--- config.mk ---
export PLATFORM = sky130hd
export DESIGN_NAME = serial_magnitude_cascade
export DESIGN_NICKNAME = d
export VERILOG_FILES = /design/src/rtl/serial_magnitude_cascade.sv
export SDC_FILE = /design/constraint.sdc
export NUM_CORES = 1
export LEC_CHECK = 0
export ABC_AREA = 1
export CORE_ASPECT_RATIO = 1.25
export CORE_UTILIZATION = 47
export DETAILED_ROUTE_END_ITERATION = 10
export GPL_ROUTABILITY_DRIVEN = 1
export GPL_TIMING_DRIVEN = 0
export PLACE_DENSITY_LB_ADDON = 0.2
export SLEW_MARGIN = 5
export SYNTH_ARGS = -nofsm -noshare
export SYNTH_HDL_FRONTEND = slang
export SYNTH_SLANG_ARGS = --single-unit
--- constraint.sdc ---
create_clock -name clk -period 1.39 [get_ports clk]
set_input_delay 0.278 -clock clk [delete_from_list [all_inputs] [get_ports clk]]
set_output_delay 0.278 -clock clk [all_outputs]
set_load 0.01 [all_outputs]
--- src/rtl/serial_magnitude_cascade.sv ---
// Cascades per-digit lt/eq/gt flags (MSB digit first) into one frame verdict.
// Verdict is held behind a valid/ready handshake until the consumer takes it.
module serial_magnitude_cascade #(
   parameter int MAX_DIGITS = 8,
   parameter int CNT_W      = $clog2(MAX_DIGITS + 1)
) (
   input  logic             clk,
   input  logic             rst_n,
   input  logic             in_valid,
   output logic             in_ready,
   input  logic             in_last,
   input  logic             lt_in,
   input  logic             eq_in,
   input  logic             gt_in,
   output logic             out_valid,
   input  logic             out_ready,
   output logic             res_lt,
   output logic             res_eq,
   output logic             res_gt,
   output logic [CNT_W-1:0] digit_count,
   output logic             err
);

   typedef enum logic {COLLECT, HOLD} state_t;

   state_t           state, state_n;
   logic             decided, decided_n;
   logic             dec_gt, dec_gt_n;
   logic [CNT_W-1:0] cnt, cnt_n;
   logic             err_r, err_r_n;
   logic             res_lt_n, res_eq_n, res_gt_n, err_n;
   logic [CNT_W-1:0] digit_count_n;
   logic             one_hot;
   logic             at_max;

   assign in_ready  = (state == COLLECT);
   assign out_valid = (state == HOLD);

   assign one_hot = (lt_in ^ eq_in ^ gt_in) & ~(lt_in & eq_in & gt_in);
   assign at_max  = (cnt == CNT_W'(MAX_DIGITS - 1));

   always_comb begin
      state_n       = state;
      decided_n     = decided;
      dec_gt_n      = dec_gt;
      cnt_n         = cnt;
      err_r_n       = err_r;
      res_lt_n      = res_lt;
      res_eq_n      = res_eq;
      res_gt_n      = res_gt;
      digit_count_n = digit_count;
      err_n         = err;
      unique case (state)
         COLLECT: begin
            if (in_valid) begin
               cnt_n = cnt + CNT_W'(1);
               // Illegal flag patterns count as an equal digit.
               if (!one_hot) begin
                  err_r_n = 1'b1;
               end else if (!decided && (gt_in || lt_in)) begin
                  decided_n = 1'b1;
                  dec_gt_n  = gt_in;
               end
               if (in_last || at_max) begin
                  if (!in_last) err_r_n = 1'b1;
                  state_n       = HOLD;
                  res_gt_n      = decided_n & dec_gt_n;
                  res_lt_n      = decided_n & ~dec_gt_n;
                  res_eq_n      = ~decided_n;
                  digit_count_n = cnt_n;
                  err_n         = err_r_n;
               end
            end
         end
         HOLD: begin
            if (out_ready) begin
               state_n   = COLLECT;
               decided_n = 1'b0;
               dec_gt_n  = 1'b0;
               cnt_n     = '0;
               err_r_n   = 1'b0;
            end
         end
         default: state_n = COLLECT;
      endcase
   end

   always_ff @(posedge clk) begin
      if (!rst_n) begin
         state       <= COLLECT;
         decided     <= 1'b0;
         dec_gt      <= 1'b0;
         cnt         <= '0;
         err_r       <= 1'b0;
         res_lt      <= 1'b0;
         res_eq      <= 1'b0;
         res_gt      <= 1'b0;
         digit_count <= '0;
         err         <= 1'b0;
      end else begin
         state       <= state_n;
         decided     <= decided_n;
         dec_gt      <= dec_gt_n;
         cnt         <= cnt_n;
         err_r       <= err_r_n;
         res_lt      <= res_lt_n;
         res_eq      <= res_eq_n;
         res_gt      <= res_gt_n;
         digit_count <= digit_count_n;
         err         <= err_n;
      end
   end

endmodule

# After elaboration in Yosys (flattened, before gate mapping)
# Index checks and enable logic that the tools add are counted.
[totals] ramBits=0 mem_count=0 latchBits=0 out_inout_bits=10 romBits=0 input_bits=8 register_bits=16
[classes] n_lt_le_gt_ge=0 shifts=0 n_bitwise=11 reduce_logical=6 n_mux=25 mul=0 eq_ne=3 addsub=1 div_mod_pow=0
[ops] operator="$mux 1" count=18
[ops] operator="$mux 4" count=2
[ops] operator="$pmux 1 s2" count=4
[ops] operator="$pmux 4 s2" count=1
[ops] operator="$and 1x1->1" count=5
[ops] operator="$add 4x1->4 const B" count=1
[ops] operator="$eq 4x3->1 const B" count=1
[ops] operator="$ne 2x2->1 const B" count=2
[ops] operator="$not 1->1" count=4
[ops] operator="$reduce_and 3->1" count=1
[ops] operator="$logic_or 1x1->1" count=2
[ops] operator="$reduce_and 2->1" count=1
[ops] operator="$xor 1x1->1" count=2
[ops] operator="$logic_and 1x1->1" count=1
[ops] operator="$logic_not 1->1" count=1

# Logic depth before layout (Yosys ltp)
[logic_depth] word_depth=9 ltp_mapped=9 depth_no_buf=9

# Worst setup path after synthesis
# Ideal clock, no wire load.
[synth_timing] path_kind="in2reg" from="input port lt_in" to="register dec_gt" t_arrival_ns=1.170 cell_stages=7 slack_ns=0.147 cell_sequence="ha_1 > inv_1 > nand3_1 > or2_1 > nand2_1 > nand2_1 > a21oi_1"
[synth_between] elab_chain_cells=9 elab_cells_between_ends=14 classes_between="6 x mux; 6 x bitwise; 2 x reduce/logical"
[synth_lines] element="from (decl)" line="12" rtl="input logic lt_in,"
[synth_lines] element="$and 1x1->1 (2 in series)" line="39" rtl="assign one_hot = (lt_in ^ eq_in ^ gt_in) & ~(lt_in & eq_in & gt_in);"
[synth_lines] element="$not 1->1" line="39"
[synth_lines] element="$and 1x1->1" line="39"
[synth_lines] element="$mux 1 (*)" line="58" rtl="if (!one_hot) begin"
[synth_lines] element="$mux 1 (*)" line="55" rtl="if (in_valid) begin"
[synth_lines] element="$mux 1 (*)" line="53" rtl="unique case (state)"
[synth_lines] element="$mux 1 (*)" line="55"
[synth_lines] element="$pmux 1 s2 (*)" line="53"
[synth_lines] element="to (signal assigned)" line="103" rtl="dec_gt <= dec_gt_n;"
[synth_lines] element="to (decl)" line="28" rtl="logic dec_gt, dec_gt_n;"
# Every way passes the cells marked *; elsewhere a longest branch is shown, timed or not. The select of a mux whose other input is x is not followed.
# A chain may end at the register's enable or synchronous reset.

# Final worst setup path
[layout_timing] from="register state, in the netlist out_valid" to="output port in_ready"
[layout_between] elab_chain_cells=1
[layout_lines] element="from (decl)" line="26" rtl="state_t state, state_n;"
[layout_lines] element="from (signal assigned)" line="101" rtl="state <= state_n;"
[layout_lines] element="$not 1->1 (no line)"
[layout_lines] element="to (decl)" line="10" rtl="output logic in_ready,"
# Every way passes these cells.

==> flow_metrics.env <==
export IMPL_area_growth_pct=33.0
export IMPL_max_freq_mhz=776
export IMPL_drv_cap=0
export IMPL_die_area_um2=1800
export IMPL_startpoint_type="flip-flop"
export IMPL_switching_share=0.288
export IMPL_ys_seq_area_frac=0.418
export IMPL_h_tree_depth=1
export IMPL_cp_max_fo=3
export IMPL_cts_tree="yes"
export IMPL_start_util=0.531
export IMPL_syn_avg_cell_area_um2=7.30
export IMPL_pwr_density_cell_nw_per_um2=997
export IMPL_clock_path_buffers=2
export IMPL_synthSimpleGateAreaFrac=0.294
export IMPL_cts_sinks=16
export IMPL_clock_latency_ps=290
export IMPL_via_per_inst=5.09
export IMPL_synth_edf_count=0
export IMPL_switchingPower_w=0.000293
export IMPL_coreArea_um2=1450
export IMPL_drt_first_iter_violations=7
export IMPL_criticalPathCategory="reg -> out"
export IMPL_path_depth=2
export IMPL_tightest_slew_ps=264
export IMPL_end_kind="primary output"
export IMPL_power_frac_seq=0.492
export IMPL_nets=137
export IMPL_io_pins=18
export IMPL_max_stage_delay_ps=380
export IMPL_muxShareOfSynthArea=0
export IMPL_synth_main_ff_cell="dfxtp_1"
export IMPL_p_leak_nw=0.476
export IMPL_cts_hold_buffers=0
export IMPL_synth_xor_area_frac=0.0228
export IMPL_async_reset_ff_frac=0
export IMPL_worstRegToRegCells=7
export IMPL_dpl_hpwl_mm=1.23
export IMPL_cp_arrival_ps=1010
export IMPL_internal_power_w=0.000724
export IMPL_synth_fa_ha_area_frac=0.0326
export IMPL_dpl_cell_area_um2=958
export IMPL_p_comb_frac=0.195
export IMPL_worstHoldPathCells=2
export IMPL_postLayoutCellArea_um2=1020
export IMPL_nFillCells=131
export IMPL_hp_start="res_gt"
export IMPL_worst_path_buf_inv=2
export IMPL_wl_per_cell_um=12.0
export IMPL_hold_viol=0
export IMPL_synthCells=105
export IMPL_setup_viol=0
export IMPL_ys_ff_latch=16
export IMPL_drc=0
export IMPL_ir_drop_mv=0.591
export IMPL_yosysWarnings=0
export IMPL_synth_top_family_by_area="simple AND/OR/NAND/NOR gates"
export IMPL_grt_ovfl_total=0
export IMPL_r2r_end="digit_count[3]"
export IMPL_status="finished, final reports clean"
export IMPL_rsz0062_at_grt="no"
export IMPL_final_core_utilization=0.706
export IMPL_clockRootBuffer="clkbuf_4"
export IMPL_syn_cell_area_um2=767
export IMPL_io_buffers=17
export IMPL_reg2reg_slack_ps=120
export IMPL_firstDrtPassIters=4
export IMPL_drt_wl_total_mm=1.71
export IMPL_hp_class="reg -> reg"
export IMPL_holdPathEnd="res_gt"
export IMPL_worst_endpoint_required_ps=1110
export IMPL_p_clk_frac=0.313
export IMPL_postRouteAntennaNets=0
export IMPL_grt_pass1_vias=664
export IMPL_fin_worst_skew_ps=0.693
export IMPL_cpLargestDelayFamily="flip-flops"
export IMPL_crit_chain="inv_2 > dlygate4sd2_1"
export IMPL_tns_ps=0
export IMPL_finalCritPeriodShare=0.927
export IMPL_die_y_um=47.2
export IMPL_layout_drive_gt1_share=0.167
export IMPL_slew_violations=0
export IMPL_antenna_found_initial=0
export IMPL_r2r_start="cnt[0]"
export IMPL_synth_compound_area_share=0.152
export IMPL_period_needed_ps=1290
export IMPL_slew_headroom=0.823
export IMPL_cts_made_buffers=3
export IMPL_antennaDiodeCount=0
export IMPL_synth_cell_types=21
export IMPL_grt_pass1_wl_mm=2.64
export IMPL_num_rows=15
export IMPL_vias=728
export IMPL_grt_use_total=0.216
export IMPL_crit_slowest_cell="dfxtp_2"
export IMPL_gp_congestion=0.728
export IMPL_grt_max_degree=10
export IMPL_syn_nets=115
export IMPL_die_w_um=38.1
export IMPL_cts_clk_slew_worst_paths_ps=100
power by group through the flow:
stage          Sequential (W)  Clock [W]  Combinational (W)
4_1_cts              0.000500   0.000317           0.000193
3_3_place_gp         0.000510          0           0.000191
6_report             0.000501   0.000318           0.000198
2_1_floorplan        0.000515          0           0.000109
5_1_grt              0.000504   0.000341           0.000218
3_5_place_dp         0.000511          0           0.000196
layer usage:
layer,global-route usage,vias to the layer above,share of wire
met4,0.107,0,0.020
met2,0.400,15,0.52
met3,0.0427,5,0.034
met1,0.228,329,0.43
li1,-,379,-
met5,0,-,0
layout make-up:
class / instances / area, um2 / share of cell area
Inverter: 16 / 62.6 / 0.0613
Tap cell: 17 / 21.3 / 0.0209
Clock buffer: 4 / 36.3 / 0.0356
Timing Repair Buffer: 17 / 158 / 0.155
Sequential cell: 16 / 323 / 0.317
Multi-Input combinational cell: 73 / 419 / 0.411
kinds of logic (layout without fill, tap and decap cells):
logic type	Yosys count	count (layout)
AO/OA/AOI/OAI	21	21
XOR/XNOR	2	2
adder cells (fa/ha/maj)	2	2
buffers and inverters	16	37
flip-flops	16	16
AND/OR/NAND/NOR	48	48
worst reg2reg max path, delay by kind of cell (launching register included):
family	cells	cell delay (ps)
flip-flops	1	380
AND/OR/NAND/NOR	4	380
adder cells (fa/ha/maj)	1	200
AO/OA/AOI/OAI	1	130
buffers and inverters	1	120
metrics by stage:
step | cells | worst slack, ps | hold WS [ps] | power [W]
after floorplan | 105 | 147 | 376 | 0.000624
after global placement | 139 | -457 | 453 | 0.000700
after detailed placement | 139 | -526 | 462 | 0.000707
after CTS | 143 | 51.3 | 472 | 0.00101
after global routing | 143 | 8.76 | 487 | 0.00106
final | 143 | 101 | 464 | 0.00102
what timing repair did:
action | CTS | global route
buffers inserted | 0 | 0
endpoints found under the hold margin | 0 | 0
resized for setup | 17 | 5
pin swaps | 5 | 0
setup endpoints to repair | 17 | 7
synthesized netlist by cell type (2+ instances only):
cell | n | area (um2)
nand2_1 | 27 | 101
dfxtp_1 | 16 | 320
inv_1 | 12 | 45.0
a21oi_1 | 11 | 55.1
nor2_1 | 7 | 26.3
o21ai_0 | 7 | 35.0
nand3_1 | 6 | 30.0
ha_1 | 2 | 25.0
inv_2 | 2 | 7.51
nand2_4 | 2 | 22.5
o21ai_1 | 2 | 10.0
xor2_1 | 2 | 17.5
cells in the final DEF (no fill, tap or decap), types with 3 or more instances in the layout:
cell	instances
nand2_1	26
dfxtp_1	14
dlygate4sd2_1	12
inv_1	11
a21oi_1	11
nor2_1	7
o21ai_0	7
nand3_1	5
clkdlybuf4s50_1	4
inv_2	3
clkbuf_4	3
state kept, by name, indices dropped and copies added, names as in the netlist:
name and count:
cnt 4, dec_gt 1, decided 1, digit_count 4, err 1, err_r 1
out_valid 1, res_eq 1, res_gt 1, res_lt 1
how the worst max path moves through the flow:
stage	startpoint	to	slack, ps
6_report	out_valid	in_ready	100
4_1_cts	cnt[0]	digit_count[3]	50
2_1_floorplan	lt_in	dec_gt	150
3_3_place_gp	lt_in	err	-460
3_5_place_dp	lt_in	err	-530
5_1_grt	cnt[1]	digit_count[3]	9
No activity file was read; power rests on OpenSTA's default activity.
